==> src/rtl/wb_gpio_bank_if.sv <==
// Wishbone B4 pipelined bus bundle for wb_gpio_bank (32-bit data, 30-bit word address).
interface wb_gpio_bank_if;
  logic        i_wb_cyc;
  logic        i_wb_stb;
  logic        i_wb_we;
  logic [29:0] i_wb_addr;
  logic [31:0] i_wb_data;
  logic [3:0]  i_wb_sel;
  logic        o_wb_ack;
  logic        o_wb_stall;
  logic [31:0] o_wb_data;

  modport master (
    output i_wb_cyc, i_wb_stb, i_wb_we, i_wb_addr, i_wb_data, i_wb_sel,
    input  o_wb_ack, o_wb_stall, o_wb_data
  );

  modport slave (
    input  i_wb_cyc, i_wb_stb, i_wb_we, i_wb_addr, i_wb_data, i_wb_sel,
    output o_wb_ack, o_wb_stall, o_wb_data
  );
endinterface

==> src/rtl/wb_gpio_bank.sv <==
// Wishbone GPIO bank: LEDs, debounced switches, W1C change status, masked level interrupt.
// Define WB_GPIO_TOGGLE_EN to add the write-only LED_TOGGLE register at word address 4.
module wb_gpio_bank #(
  parameter int unsigned N_SW            = 16,
  parameter int unsigned N_LED           = 16,
  parameter int unsigned DEBOUNCE_CYCLES = 50000
) (
  input  logic              i_clk,
  input  logic              i_reset,
  wb_gpio_bank_if.slave     wb,
  input  logic [N_SW-1:0]   i_switches,
  output logic [N_LED-1:0]  o_leds,
  output logic              o_int
);

  localparam int unsigned CntW = (DEBOUNCE_CYCLES > 1) ? $clog2(DEBOUNCE_CYCLES) : 1;
  localparam logic [CntW-1:0] CntMax = CntW'(DEBOUNCE_CYCLES - 1);

  logic [N_SW-1:0]  sync1_q, sync2_q, sample_q, deb_q, deb_d;
  logic [N_SW-1:0]  status_q, status_d, enable_q, enable_d, stat_set, stat_clr, stable;
  logic [N_LED-1:0] led_q, led_d;
  logic [CntW-1:0]  cnt_q;
  logic             primed_q, tick, accept, wr, ack_q, int_q;
  logic [31:0]      lane_mask, rdata_d, rdata_q;
  logic             unused_bits;

  assign accept    = wb.i_wb_cyc & wb.i_wb_stb;
  assign wr        = accept & wb.i_wb_we;
  assign tick      = (cnt_q == CntMax);
  assign lane_mask = {{8{wb.i_wb_sel[3]}}, {8{wb.i_wb_sel[2]}},
                      {8{wb.i_wb_sel[1]}}, {8{wb.i_wb_sel[0]}}};
  assign stable    = ~(sync2_q ^ sample_q);

  assign wb.o_wb_stall = 1'b0;
  assign wb.o_wb_ack   = ack_q & wb.i_wb_cyc;
  assign wb.o_wb_data  = wb.o_wb_ack ? rdata_q : 32'h0;
  assign o_leds        = led_q;
  assign o_int         = int_q;

  assign unused_bits = ^{wb.i_wb_addr[29:3], wb.i_wb_data, lane_mask};

  // The priming tick loads the synchronised level directly, so switches already
  // high at power-up never look like an edge.
  always_comb begin
    deb_d    = deb_q;
    stat_set = '0;
    if (tick) begin
      if (!primed_q) begin
        deb_d = sync2_q;
      end else begin
        deb_d    = (deb_q & ~stable) | (sync2_q & stable);
        stat_set = deb_d ^ deb_q;
      end
    end
  end

  always_comb begin
    led_d    = led_q;
    enable_d = enable_q;
    stat_clr = '0;
    rdata_d  = '0;
    if (accept) begin
      case (wb.i_wb_addr[2:0])
        3'd0:    rdata_d[N_LED-1:0] = led_q;
        3'd1:    rdata_d[N_SW-1:0]  = deb_q;
        3'd2:    rdata_d[N_SW-1:0]  = status_q;
        3'd3:    rdata_d[N_SW-1:0]  = enable_q;
        default: rdata_d            = '0;
      endcase
    end
    if (wr) begin
      case (wb.i_wb_addr[2:0])
        3'd0: led_d = (led_q & ~lane_mask[N_LED-1:0]) |
                      (wb.i_wb_data[N_LED-1:0] & lane_mask[N_LED-1:0]);
        3'd2: stat_clr = wb.i_wb_data[N_SW-1:0] & lane_mask[N_SW-1:0];
        3'd3: enable_d = (enable_q & ~lane_mask[N_SW-1:0]) |
                         (wb.i_wb_data[N_SW-1:0] & lane_mask[N_SW-1:0]);
`ifdef WB_GPIO_TOGGLE_EN
        3'd4: led_d = led_q ^ (wb.i_wb_data[N_LED-1:0] & lane_mask[N_LED-1:0]);
`endif
        default: ;
      endcase
    end
    // A new edge beats a simultaneous W1C of the same bit.
    status_d = (status_q & ~stat_clr) | stat_set;
  end

  always_ff @(posedge i_clk or posedge i_reset) begin
    if (i_reset) begin
      sync1_q  <= '0;
      sync2_q  <= '0;
      sample_q <= '0;
      deb_q    <= '0;
      status_q <= '0;
      enable_q <= '0;
      led_q    <= '0;
      cnt_q    <= '0;
      primed_q <= 1'b0;
      ack_q    <= 1'b0;
      rdata_q  <= '0;
      int_q    <= 1'b0;
    end else begin
      sync1_q  <= i_switches;
      sync2_q  <= sync1_q;
      cnt_q    <= tick ? '0 : cnt_q + 1'b1;
      if (tick) begin
        sample_q <= sync2_q;
        primed_q <= 1'b1;
      end
      deb_q    <= deb_d;
      status_q <= status_d;
      enable_q <= enable_d;
      led_q    <= led_d;
      ack_q    <= accept;
      rdata_q  <= rdata_d;
      int_q    <= |(status_q & enable_q);
    end
  end

endmodule

==> src/flat_wrapper.sv <==
// flat-port wrapper written by rule: the top's interface ports become plain ports
module wb_gpio_bank_flat 
#(
  parameter int unsigned N_SW            = 16,
  parameter int unsigned N_LED           = 16,
  parameter int unsigned DEBOUNCE_CYCLES = 50000
)
  (i_clk, i_reset, i_switches, o_leds, o_int, wb_i_wb_cyc, wb_i_wb_stb, wb_i_wb_we, wb_i_wb_addr, wb_i_wb_data, wb_i_wb_sel, wb_o_wb_ack, wb_o_wb_stall, wb_o_wb_data);
  wb_gpio_bank_if wb_i ();
  input  logic i_clk;
  input  logic i_reset;
  input  logic [N_SW-1:0] i_switches;
  output logic [N_LED-1:0] o_leds;
  output logic o_int;
  input wire logic [$bits(wb_i.i_wb_cyc)-1:0] wb_i_wb_cyc;
  input wire logic [$bits(wb_i.i_wb_stb)-1:0] wb_i_wb_stb;
  input wire logic [$bits(wb_i.i_wb_we)-1:0] wb_i_wb_we;
  input wire logic [$bits(wb_i.i_wb_addr)-1:0] wb_i_wb_addr;
  input wire logic [$bits(wb_i.i_wb_data)-1:0] wb_i_wb_data;
  input wire logic [$bits(wb_i.i_wb_sel)-1:0] wb_i_wb_sel;
  output wire logic [$bits(wb_i.o_wb_ack)-1:0] wb_o_wb_ack;
  output wire logic [$bits(wb_i.o_wb_stall)-1:0] wb_o_wb_stall;
  output wire logic [$bits(wb_i.o_wb_data)-1:0] wb_o_wb_data;
  assign wb_i.i_wb_cyc = wb_i_wb_cyc;
  assign wb_i.i_wb_stb = wb_i_wb_stb;
  assign wb_i.i_wb_we = wb_i_wb_we;
  assign wb_i.i_wb_addr = wb_i_wb_addr;
  assign wb_i.i_wb_data = wb_i_wb_data;
  assign wb_i.i_wb_sel = wb_i_wb_sel;
  assign wb_o_wb_ack = wb_i.o_wb_ack;
  assign wb_o_wb_stall = wb_i.o_wb_stall;
  assign wb_o_wb_data = wb_i.o_wb_data;
  wb_gpio_bank #(.N_SW(N_SW), .N_LED(N_LED), .DEBOUNCE_CYCLES(DEBOUNCE_CYCLES)) u_core (.i_clk(i_clk), .i_reset(i_reset), .wb(wb_i), .i_switches(i_switches), .o_leds(o_leds), .o_int(o_int));
endmodule
==> config.mk <==
export PLATFORM = sky130hd
export DESIGN_NAME = wb_gpio_bank_flat
export DESIGN_NICKNAME = d
export VERILOG_FILES = /design/src/rtl/wb_gpio_bank_if.sv /design/src/rtl/wb_gpio_bank.sv /design/src/flat_wrapper.sv
export SDC_FILE = /design/constraint.sdc
export NUM_CORES = 1
export LEC_CHECK = 0
export ABC_CLOCK_PERIOD_IN_PS = 14550
export CORE_MARGIN = 1
export CORE_UTILIZATION = 35
export DETAILED_ROUTE_END_ITERATION = 10
export HOLD_SLACK_MARGIN = 0.02
export PLACE_DENSITY_LB_ADDON = 0.2
export SYNTH_ARGS = -nofsm -noshare
export SYNTH_HDL_FRONTEND = slang
export SYNTH_SLANG_ARGS = --single-unit
==> constraint.sdc <==
create_clock -name i_clk -period 14.55 [get_ports i_clk]
set_clock_uncertainty 0.2 [all_clocks]
set_input_delay 2.1825 -clock i_clk [delete_from_list [all_inputs] [get_ports i_clk]]
set_output_delay 2.1825 -clock i_clk [all_outputs]
set_load 0.01 [all_outputs]
## Yosys cells after proc, flatten, opt, wreduce, memory -nomap -nowiden

Index checks and enable logic that the tools add are counted.

| word-level totals | value |
|---|---|
| bits in registers | 147 |
| bits of input ports | 87 |
| output and inout bits | 51 |
| word-level logic and storage cells | 50 |

| cells by class | value |
|---|---|
| add/sub/neg operators | 1 |
| eq/ne operators | 4 |
| mux-type cells | 9 |
| bitwise logic cells | 20 |
| reduce and logical (&&, ||, !) cells | 4 |

Operators by type and width:

| kind | number |
|---|---|
| $mux 16 | 8 |
| $and 16x16->16 | 7 |
| $not 16->16 | 4 |
| $or 16x16->16 | 4 |
| $pmux 16 s4 | 1 |
| $xor 16x16->16 | 2 |
| $add 16x1->16 const B | 1 |
| $eq 16x16->1 const B | 1 |
| $reduce_or 16->1 | 1 |
| $eq 3x2->1 const B | 2 |
| $reduce_and 2->1 | 2 |
| $and 1x1->1 | 3 |
| $eq 3x1->1 const B | 1 |
| $logic_not 3->1 | 1 |

## Longest topological paths before layout

| depth | value |
|---|---|
| depth in word-level cells | 9 |
| depth in mapped cells | 6 |
| gate-level depth less buffers | 5 |

## Worst setup path after synthesis

Ideal clock, no wire load.

| path | value |
|---|---|
| kind | input to output |
| start point | input port wb_i_wb_cyc |
| end point | output port wb_o_wb_data[10] |
| data arrival time | 2.819 ns |
| data required time | 12.167 ns |
| setup slack | 9.349 ns |
| stages on the path | 3 |
| path buffers | 2 |
| path through | clkbuf_1 clkbuf_1 and3_1 |

| on the way | value |
|---|---|
| longest elaborated chain between the ends | 2 |

Ends and longest elaborated chain:

| item | RTL line | RTL |
|---|---|---|
| start, declared | flat_wrapper.sv:15 | `input wire logic [$bits(wb_i.i_wb_cyc)-1:0] wb_i_wb_cyc;` |
| $and 1x1->1 | wb_gpio_bank.sv:35 | `assign wb.o_wb_ack = ack_q & wb.i_wb_cyc;` |
| $mux 16 | wb_gpio_bank.sv:36 | `assign wb.o_wb_data = wb.o_wb_ack ? rdata_q : 32'h0;` |
| end, declared | flat_wrapper.sv:23 | `output wire logic [$bits(wb_i.o_wb_data)-1:0] wb_o_wb_data;` |

No other way between the ends.

## Worst setup path after layout

| path | value |
|---|---|
| start point | input port wb_i_wb_cyc |
| end point | output port wb_o_wb_data[7] |

The elaborated chain is that of the path after synthesis.

==> metrics <==
run status=completed; effective utilization at floorplan=35.75%; CTS tree=done; layout cells sized above 1=15.25%; Worst Hold Path EP=u_core.sync2_q[10]; leakage dissipation=about 3.5 nW; buffer levels on the longest clock path=2; aggregate negative setup slack=0 ns; vias in the first global route=4620; final core utilization=44.38%; number of cells traversed by the worst hold path=0; number of nets in the final layout=726; Via density=between 5 and 6; number of primary I/O pins=138; Post-DP HPWL=10080 microns; highest-count cells in the layout ignoring fill and taps=dfrtp_1 (147), clkdlybuf4s50_1 (75), a21oi_1 (65); Post-CTS Setup Repair Bufs=0; most used flip-flop cell after synthesis=dfrtp_1; final critical-path required period=6.104 ns; worst setup path class=primary input to output pin; fraction of post-synthesis cell area in the top cell type by area=roughly 57%; master cell of the clock root buffer=clkbuf_16; Placement Rows=between 40 and 50; global routing usage on met3=4.378%; CTS hold repair buffers=0; post-synthesis instance area=0.006422 sq mm; arrival time at the worst endpoint=between 3 and 4 ns; unique cell type count in the Yosys netlist=43; logic depth of the worst register-to-register path=4; Internal=0.7721 mW; number of design rule violations left after detail routing=0; max-cap violations=0; aggregate global-route resource usage=17.30%; Yosys reg bits=147; final-layout fill cell count=1674; Req. time, crit path=12.17 ns; synth warn=0; kind of end point of the critical path=output pin; number of setup violations in the final report=0; clock sinks=147; worst hold margin=0.1458 ns; share of synthesized flip-flops with an asynchronous set or reset=100.0%; total wirelength of the detailed-routed design=15120 microns; clock insertion delay at the later pin of the skew report=0.42 ns; count of input and output buffers=75; antenna violations before repair=0; worst min-delay path category=flop to flop; DR iter-0 viols=approximately 320; number of routed nets with antenna violations=0; pin count of the biggest net entering global routing=102; Inserted Clock Buffers=17; unrepaired setup endpoints after global routing=no; power density normalized to cell area=124.4 mW/mm^2; Slew HR=17.63%; residual overflow from global routing=0; most frequent standard cell in the layout excluding fill and tap cells=dfrtp_1; total of cells resized after clock tree synthesis=0; post-synthesis sequential area ratio=57.28%; first-pass GRT wire length=24200 microns; met2 Track Usage GR=27.47%; minimum setup slack among reg-to-reg paths=between 10 and 15 ns; count of H-tree levels built during CTS=4; worst-case vdd ir drop=slightly above 0.08 mV; share of the clock period used by the worst path after layout=a little over two fifths; overall die width=roughly 140 microns; Area Growth Syn to Fin=24.14%; Hold Path Origin=u_core.sync1_q[10]; clock edge transition at the registers on the reported setup and hold paths=roughly 0.060 ns; proportion of power drawn by flip-flops and latches=approximately 46%; Hold Vio Cnt, Final=0; area of the die=0.01890 sq mm; sw power=0.2197 mW; highest-utilization routing layer at the global route stage=met2; Clk network pwr share=46.4%; post-synthesis average cell area=11.45 sq um; CP startpoint kind=primary input; slew at the pin closest to its max-slew limit=1.225 ns; routed len/inst=17.22 microns; number of max-slew violations in the final report=0; synthesized instance count=561; critical register-to-register path endpoint=u_core.deb_q[3]; die span in y=137.5 microns; first drt pass iteration count=5; portion of total power attributed to combinational logic=7.9%; final weighted congestion in routability-driven placement=0.7829; achievable clock frequency=163.8 MHz; Core ar.=about 0.018 sq mm; worst-path maximum fanout=20; reg2reg start=u_core.cnt_q[5]; final antenna diode count=0; total vias in the final route=4602; top post-synthesis cells by area=dfrtp_1 (57%), mux2_2 (8.4%), a21oi_1 (5.1%); Post-synth EDFFs=0; dominant cell type by area after synthesis=dfrtp_1; switching portion of total power=22.15%; met1 track demand over resource in global routing=22.38%
-- critical path, cell delays in order --
cell and delay (ns):
clkdlybuf4s50_1 0.77, and3_1 0.24, clkdlybuf4s50_1 0.53
-- power groups by stage --
stage / Sequential (mW) / Clock (mW) / Combinational [mW]
floorplan: 0.456 / 0 / 0.0425
global placement: 0.459 / 0 / 0.0774
detailed placement: 0.460 / 0 / 0.0792
CTS: 0.453 / 0.471 / 0.0795
global route: 0.456 / 0.485 / 0.0871
finish: 0.453 / 0.460 / 0.0782
-- per-stage QoR --
step	power (mW)	setup WS [ns]	area, sq um	std cells
floorplan	0.4986	8.216	6482	577
global placement	0.5367	8.470	7348	848
detailed placement	0.5397	8.418	7348	848
CTS	1.004	8.411	7973	878
global route	1.028	8.281	7973	878
finish	0.9917	8.446	7973	878
-- layout make-up --
class,count,area [sq um],area share (%)
timing repair buffer,80,788.3,9.887
tap,229,286.5,3.594
multi-input combinational,373,2519,31.59
clock inverter,9,153.9,1.930
clock buffer,21,470.5,5.901
sequential,147,3679,46.14
inverter,19,76.32,0.9573
-- layer usage --
layer / share of wire [%] / vias up / routed length, microns
met2: 47 / 144 / 7126
met5: 0 / - / 0
met3: 5.1 / 22 / 778
met4: 2.3 / 0 / 347
met1: 45 / 2286 / 6865
li1: - / 2150 / -
-- Yosys cell counts (all sizes together) (3+ instances only) --
cell / n
mux2: 48
or4bb: 3
a21oi: 65
nand4: 8
nand2b: 19
a221oi: 4
or4b: 3
nor4: 5
and3: 17
nor3: 4
nand2: 19
clkbuf: 15
o21ai: 33
dfrtp: 147
o221a: 16
inv: 19
a22o: 4
xnor2: 8
xor2: 5
buf: 23
nor2: 44
a22oi: 32
nand3: 5
-- worst max-delay path by stage --
stage / slack (ns) / endpoint / startpoint / cells after the start
6_report: 8.45 / wb_o_wb_data[7] / wb_i_wb_cyc / 3
5_1_grt: 8.28 / wb_o_wb_data[11] / wb_i_wb_cyc / 3
4_1_cts: 8.41 / wb_o_wb_data[7] / wb_i_wb_cyc / 3
3_5_place_dp: 8.42 / wb_o_wb_data[7] / wb_i_wb_cyc / 3
3_3_place_gp: 8.47 / wb_o_wb_data[7] / wb_i_wb_cyc / 3
2_1_floorplan: 8.22 / asynchronous set/reset pin / i_reset / 1
-- kinds of logic (layout without fill, tap and decap cells) --
kind of cell	count (synthesis)	in the layout	synth area share (%)
other	1	17	0.05839
and+or+nand+nor	140	140	12.33
AOI/OAI and AO/OA	154	154	15.27
buffers and inverters	57	129	4.675
xor gates and xnor gates	13	13	1.773
DFF	147	147	57.28
adders and majority gates	1	1	0.1948
muxes	48	48	8.416
Power figures use the tool's default switching activity.
